--- src/rtl/seg7_pkg.sv ---
// Shared segment definitions for the seven-segment scan driver.
// Segment order is {g,f,e,d,c,b,a}, active-low.
package seg7_pkg;

    typedef logic [6:0] seg7_t;

    localparam seg7_t SEG_OFF = 7'h7F;
    localparam int MAX_DIGITS = 32;

    localparam seg7_t HEX_SEG [16] = '{
        7'h40, 7'h79, 7'h24, 7'h30, 7'h19, 7'h12, 7'h02, 7'h78,
        7'h00, 7'h10, 7'h08, 7'h03, 7'h46, 7'h21, 7'h06, 7'h0E
    };

    // Callers slice the low DIGITS bits of the result.
    function automatic logic [MAX_DIGITS-1:0] onehot_n(input logic [4:0] idx);
        return ~(MAX_DIGITS'(1) << idx);
    endfunction

endpackage

--- src/rtl/hex_to_seg7.sv ---
// Combinational hex nibble to active-low seven-segment decoder.
module hex_to_seg7
    import seg7_pkg::*;
(
    input  logic [3:0] nibble,
    output seg7_t      seg
);

    assign seg = HEX_SEG[nibble];

endmodule

--- src/rtl/seven_seg_scan_driver.sv ---
// Time-multiplexed common-anode seven-segment driver with double-buffered
// display data and per-slot PWM brightness.
module seven_seg_scan_driver
    import seg7_pkg::*;
#(
    parameter int DIGITS   = 4,
    parameter int PRESCALE = 100000,
    parameter int DIM_BITS = 3
) (
    input  logic                  clock,
    input  logic                  reset,
    input  logic [4*DIGITS-1:0]   value,
    input  logic [DIGITS-1:0]     dp_en,
    input  logic [DIGITS-1:0]     blank,
    input  logic                  load,
    input  logic [DIM_BITS-1:0]   brightness,
    output logic [DIGITS-1:0]     an,
    output logic [6:0]            seg,
    output logic                  dp,
    output logic                  frame_done
);

    localparam int CW = $clog2(PRESCALE);
    localparam int TW = CW + 1;
    localparam int IW = $clog2(DIGITS);
    localparam int PW = DIM_BITS + TW + 1;
    localparam logic [CW-1:0] PRES_LAST = CW'(PRESCALE - 1);
    localparam logic [IW-1:0] IDX_LAST  = IW'(DIGITS - 1);

    logic [CW-1:0]         pres_cnt;
    logic [IW-1:0]         idx;
    logic [TW-1:0]         thr_q;
    logic [4*DIGITS-1:0]   pend_value, act_value;
    logic [DIGITS-1:0]     pend_dp, act_dp;
    logic [DIGITS-1:0]     pend_blank, act_blank;

    logic                  slot_end;
    logic                  frame_end;
    logic [PW-1:0]         thr_prod;
    logic [TW-1:0]         thr_next;
    logic                  digit_on;
    logic [MAX_DIGITS-1:0] oh_full;
    logic [3:0]            nibble;
    seg7_t                 seg_dec;

    assign slot_end  = (pres_cnt == PRES_LAST);
    assign frame_end = slot_end && (idx == IDX_LAST);
    assign thr_prod  = (PW'(brightness) + PW'(1)) * PW'(PRESCALE);
    assign thr_next  = TW'(thr_prod >> DIM_BITS);
    // pres_cnt == 0 is the ghosting guard cycle; thr_q is refreshed on that same cycle.
    assign digit_on  = (pres_cnt != '0) && ({1'b0, pres_cnt} < thr_q) && !act_blank[idx];
    assign oh_full   = onehot_n(5'(idx));
    assign nibble    = act_value[4*idx +: 4];
    assign frame_done = frame_end;

    hex_to_seg7 u_dec (
        .nibble (nibble),
        .seg    (seg_dec)
    );

    always_ff @(posedge clock) begin
        if (reset) begin
            pres_cnt   <= '0;
            idx        <= '0;
            thr_q      <= '0;
            pend_value <= '0;
            pend_dp    <= '0;
            pend_blank <= '0;
            act_value  <= '0;
            act_dp     <= '0;
            act_blank  <= '0;
            an         <= '1;
            seg        <= SEG_OFF;
            dp         <= 1'b1;
        end else begin
            pres_cnt <= slot_end ? '0 : pres_cnt + CW'(1);
            if (slot_end)
                idx <= (idx == IDX_LAST) ? '0 : idx + IW'(1);

            if (load) begin
                pend_value <= value;
                pend_dp    <= dp_en;
                pend_blank <= blank;
            end

            // A load on the boundary edge bypasses pending so it is not lost for a frame.
            if (frame_end) begin
                act_value <= load ? value : pend_value;
                act_dp    <= load ? dp_en : pend_dp;
                act_blank <= load ? blank : pend_blank;
            end

            if (pres_cnt == '0)
                thr_q <= thr_next;

            an  <= digit_on ? oh_full[DIGITS-1:0] : '1;
            seg <= seg_dec;
            dp  <= ~act_dp[idx];
        end
    end

endmodule

--- config.mk ---
export PLATFORM = sky130hd
export DESIGN_NAME = seven_seg_scan_driver
export DESIGN_NICKNAME = d
export VERILOG_FILES = /design/src/rtl/seg7_pkg.sv /design/src/rtl/hex_to_seg7.sv /design/src/rtl/seven_seg_scan_driver.sv
export SDC_FILE = /design/constraint.sdc
export NUM_CORES = 1
export LEC_CHECK = 0
export ABC_CLOCK_PERIOD_IN_PS = 3590
export CAP_MARGIN = 25
export CORE_AREA = 2 2 100 102
export CTS_BUF_LIST = sky130_fd_sc_hd__clkbuf_8
export CTS_CLUSTER_DIAMETER = 150
export DETAILED_ROUTE_END_ITERATION = 10
export DIE_AREA = 0 0 102 104
export GPL_ROUTABILITY_DRIVEN = 0
export PLACE_DENSITY = 0.75
export SLEW_MARGIN = 20
export SYNTH_ARGS = -nofsm -noshare
export SYNTH_HDL_FRONTEND = slang
export SYNTH_SLANG_ARGS = --single-unit
--- constraint.sdc ---
create_clock -name clock -period 3.59 [get_ports clock]
set_clock_uncertainty 0.05 [all_clocks]
set_input_delay 0.359 -clock clock [delete_from_list [all_inputs] [get_ports clock]]
set_output_delay 0.359 -clock clock [all_outputs]
set_load 0.02 [all_outputs]
# Word-level counts from Yosys, hierarchy flattened
# Memory sizes are Yosys's and may differ from the RTL's. A register that Yosys moved wholly into a read port is not among the register bits.
# Index checks and enable logic that the tools add are counted.
# word_totals
out_inout_bits	13
mem_bits_ro	112
word_cells	42
in_bits	30
reg_bits	88
memories	1
# memory_table
name	depth	width	rd	rd_clocked_by_memory_dff	write_ports	line	rtl
(name not given)	16	7	1	1	0	hex_to_seg7.sv:9	assign seg = HEX_SEG[nibble];
# op_classes
n_bitwise	4
shift	2
n_mul	1
muxes	8
n_reduce_logical	8
n_eq_ne	2
n_lt_le_gt_ge	2
n_addsub	3
# op_table
operator	count
$lt A17 B18 Y1	1
$add A17 B1 Y17 const B	1
$eq A17 B17 Y1 const B	1
$logic_not A17 Y1	1
$reduce_bool A17 Y1	1
$mul A4 B12 Y16 const B	1
$mux W16	1
$shiftx A16 B5 Y4	1
$mux W4	2
$not A4 Y5	1
$add A3 B1 Y4 const B	1
$bmux W1 S2	2
$not A4 Y4	1
$reduce_or A2 Y1	2
$shl A1 B2 Y4 const A	1
$logic_and A1 B1 Y1	3
$lt A2 B3 Y1 const B	1
$add A2 B1 Y2 const B	1
$eq A2 B2 Y1 const B	1
$mux W1	2
$mux W2	1
$not A1 Y1	2
$logic_not A1 Y1	1

# Depth between registers and ports, before layout
# logic_depth
ltp_word	6
ltp_mapped	11
depth_no_buf	11

# Hierarchy
# A second synthesis with hierarchy kept.
# hier_totals
cells_unflattened	487
hier_area_um2	4690.7
# by_module_without_submodules
mod	area_per_inst_um2	cells_per_inst	n_inst	seq_area_each_um2
seven_seg_scan_driver	4421.7	454	1	1901.8
hex_to_seg7	269.0	33	1	0.0

# Least setup slack after synthesis
# OpenSTA, ideal clock, no wires.
# synth_path
path_type	input to register
from	input brightness[0]
to	register thr_q[16]
stages	9
setup_time_ns	0.060
path_slack_ns	0.711
required_ns	3.480
arrival_ns	2.769
path_cell_list	ha_1 -> xor2_1 -> ha_1 -> ha_1 -> ha_1 -> or3_1 -> o221a_2 -> o311ai_0 -> o311a_1
# synth_via
elab_chain_len	2
# synth_lines
element	line	rtl
from (decl)	seven_seg_scan_driver.sv:16	input logic [DIM_BITS-1:0] brightness,
$add A3 B1 Y4	seven_seg_scan_driver.sv:48	assign thr_prod = (PW'(brightness) + PW'(1)) * PW'(PRESCALE);
$mul A4 B12 Y16	seven_seg_scan_driver.sv:48	
to (signal assigned)	seven_seg_scan_driver.sv:94	thr_q <= thr_next;
to (decl)	seven_seg_scan_driver.sv:32	logic [TW-1:0] thr_q;
# No other way between the ends.
# A chain may end at the register's enable or synchronous reset.

# Worst setup path after layout
# Ends and elaborated chain as after synthesis.

==> reports/metrics.cfg <==
[synthesis]
syn-cell-area_um2 = 5135
syn-mean-instance-area_um2 = 9.387
synth_nets = 622
async_reset_ff_share_pct = 0
synth_edf_count = 0
synth_seq_cells = 95
synth_top_cell_area_share_pct = 37.04
synth_seq_area_share_pct = 37.04
synth_ff_type = dfxtp_1
synth.distinct_cells = 66
ys.warnings.count = 0
synth_cells = 547
synthTopCellsByArea = dfxtp_1, ha_1, mux2_2
synth_top_area_cell = dfxtp_1

[setup_path]
crit-reg2reg-launch = pres_cnt[0]$_SDFF_PP0_
crit_path_end_kind = register
r2r-end = act_value[14]$_SDFFE_PP0P_
cp_max_fo = 7
critPathArrivalTime_ns = 3.42
start_kind = input pin
r2r_cells = 5
reg2reg_setup_slack_ns = 1.10
required_ns = 3.86
criticalPathCategory = input pin to register

[clock_network]
clockBufferDepth = 2
clk_pin_slew_worst_paths_ns = 0.09
holdBufCountCts = 0
cts_setup_buffers = 0
cts_buffers = 9
clock-sinks = 95
cts_tree = done
cts_root_buf = clkbuf_8
cts.htree.levels = 3
cts.repair.resized = 0
clk_latency_ns = 0.38

[finish]
drive_gt1_share_pct = 11.17
antenna_cells = 0
fill_cells = 844
seqCellArea_um2 = 1902
num-nets-final = 653
areaGrowthSynthToFinish_pct = 13.65
final_core_util_pct = 61.11
multi_input_area_um2 = 2920

[sta]
slew_violations = 0
hold_viol_final = 0
finalCritPeriodShare_pct = 87.64
max_slew_margin_pct = 54.70
whs_ns = 0.3148
fin_crit_ns = 3.146
fmax_mhz = 317.8
worst_pin_slew_ns = 0.6790
finalSetupViolCount = 0
rsz0062_at_grt = no
setup_tns_ns = 0

[run_status]
status = completed

[pwr]
peakVddDrop_uv = 184.9
switching_share_pct = 27.28
seq_power_share_pct = 49.1
p_sw_uw = 625.2
power.share.combinational_pct = 16.6
power_density_nw_per_um2 = 392.7
clkPwrFrac_pct = 34.2
p_leak_nw = 2.380
power_mw = 2.291
internal_power_mw = 1.666

[detailed_routing]
drt_wl_total_um = 10600
viasPerCell = 5.578
vias = 3988
drtPass1Iterations = 4
ant_nets = 0
drc_errors = 0
wire_per_inst_um = 14.82
drtIter0Drc = 132

[floorplan]
dieWidth_um = 102
initial_core_util_pct = 53.77
core_area_um2 = 9549
die_y_um = 104
rows = 36
pin_count = 43
dieArea_um2 = 10610

[worst_hold_path]
worst_hold_startpoint = reset
hold_class = input pin to register
hold_path_depth = 2
min_to = pres_cnt[2]$_SDFF_PP0_

[global_routing]
grt_pass1_vias = 3985
grt_pass1_wl_um = 18420
overflow = 0
track_usage_pct = 21.47
antenna_found_initial = 0
grt_max_degree = 60

[run]
maxCapViolations = 0

[place]
dp_hpwl_um = 7591
io_buffers = 42

cell families (layout without fill, tap and decap cells):
logic type	Yosys count	after routing	share of synthesized area, %
multiplexers	55	55	12.77
AO/OA/AOI/OAI	96	96	12.23
XOR/XNOR	17	17	2.900
adder cells (fa/ha/maj)	45	45	11.11
flip-flops	95	95	37.04
AND/OR/NAND/NOR	169	169	17.86
buffers and inverters	70	105	6.091
routing by layer:
layer	vias to the layer above	share of wire [%]	wire (um)	global-route usage [%]
met5	-	0	0	0
met4	0	2.2	234	8.381
met3	21	5.4	575	3.965
met1	1842	46	4897	29.40
met2	117	46	4891	33.36
li1	2008	-	-	-
metrics by stage:
step | setup WS, ns | cells | area (um2)
4_1_cts | 0.4472 | 715 | 5836
2_1_floorplan | 0.7112 | 547 | 5135
3_5_place_dp | 0.07134 | 700 | 5618
5_1_grt | 0.2133 | 715 | 5836
6_report | 0.4437 | 715 | 5836
3_3_place_gp | 0.1524 | 700 | 5618
registers in the layout, indices dropped and copies added, names as in the netlist, 7 cells and up:
| signal | cells |
|---|---|
| act_value | 16 |
| pend_value | 16 |
| pres_cnt | 17 |
| seg | 7 |
| thr_q | 16 |
cell usage after synthesis (6+ instances only):
cell      instances
a21oi_1          25
buf_2             6
clkbuf_1         15
dfxtp_1          95
ha_1             44
inv_1            39
mux2_2           24
mux2i_1          25
mux4_2            6
nand2_1          17
nand3_1          15
nand4_1          11
nor2_1           52
nor2b_1          26
nor3_1            6
nor4_1            6
o21ai_0          26
xnor2_1          12
power groups by stage:
stage	Clock, mW	Sequential [mW]	Combinational (mW)
after global placement	0	1.15	0.366
final	0.785	1.13	0.381
after detailed placement	0	1.15	0.378
after floorplan	0	1.15	0.261
after global routing	0.842	1.13	0.428
after CTS	0.802	1.12	0.380
worst max-delay path by stage:
stage	endpoint	slack [ns]	depth (start not counted)	start
floorplan	thr_q[16]$_SDFFE_PP0P_	0.71	9	brightness[0]
global placement	thr_q[16]$_SDFFE_PP0P_	0.15	10	brightness[0]
detailed placement	thr_q[16]$_SDFFE_PP0P_	0.07	10	brightness[0]
CTS	thr_q[16]$_SDFFE_PP0P_	0.45	10	brightness[0]
global route	thr_q[16]$_SDFFE_PP0P_	0.21	10	brightness[0]
finish	thr_q[16]$_SDFFE_PP0P_	0.44	10	brightness[0]
cell type report:
cell class                      count  share of cell area, %
Multi-Input combinational cell    382                  50.04
Clock buffer                        9                  2.123
Inverter                           39                  2.509
Timing Repair Buffer               51                  8.276
Clock inverter                      6                  1.608
Tap cell                          133                  2.852
Sequential cell                    95                  32.59
cell usage in the layout (no fill, tap or decap), types with 3 or more instances in the layout:
cell type / n
dfxtp_1: 95
nor2_1: 52
ha_1: 44
clkdlybuf4s50_1: 41
inv_1: 39
o21ai_0: 26
nor2b_1: 26
a21oi_1: 25
mux2i_1: 25
mux2_2: 24
nand2_1: 17
nand3_1: 15
xnor2_1: 12
nand4_1: 11
clkbuf_8: 9
buf_4: 9
mux4_2: 6
nor3_1: 6
nor4_1: 6
or3_1: 5
xor2_1: 5
a211oi_1: 5
a2111oi_0: 5
a31oi_1: 5
a21o_1: 4
and4_1: 3
o2111ai_1: 3
o311ai_0: 3
or2_2: 3
nand2b_1: 3
critical path, cell delays in order:
cell and delay (ns):
clkdlybuf4s50_1 0.53, inv_1 0.12, ha_1 0.37, ha_1 0.35, ha_1 0.30, ha_1 0.36
or3_1 0.36, o221a_2 0.15, o311ai_0 0.33, o311a_1 0.19
Power figures use the tool's default switching activity.
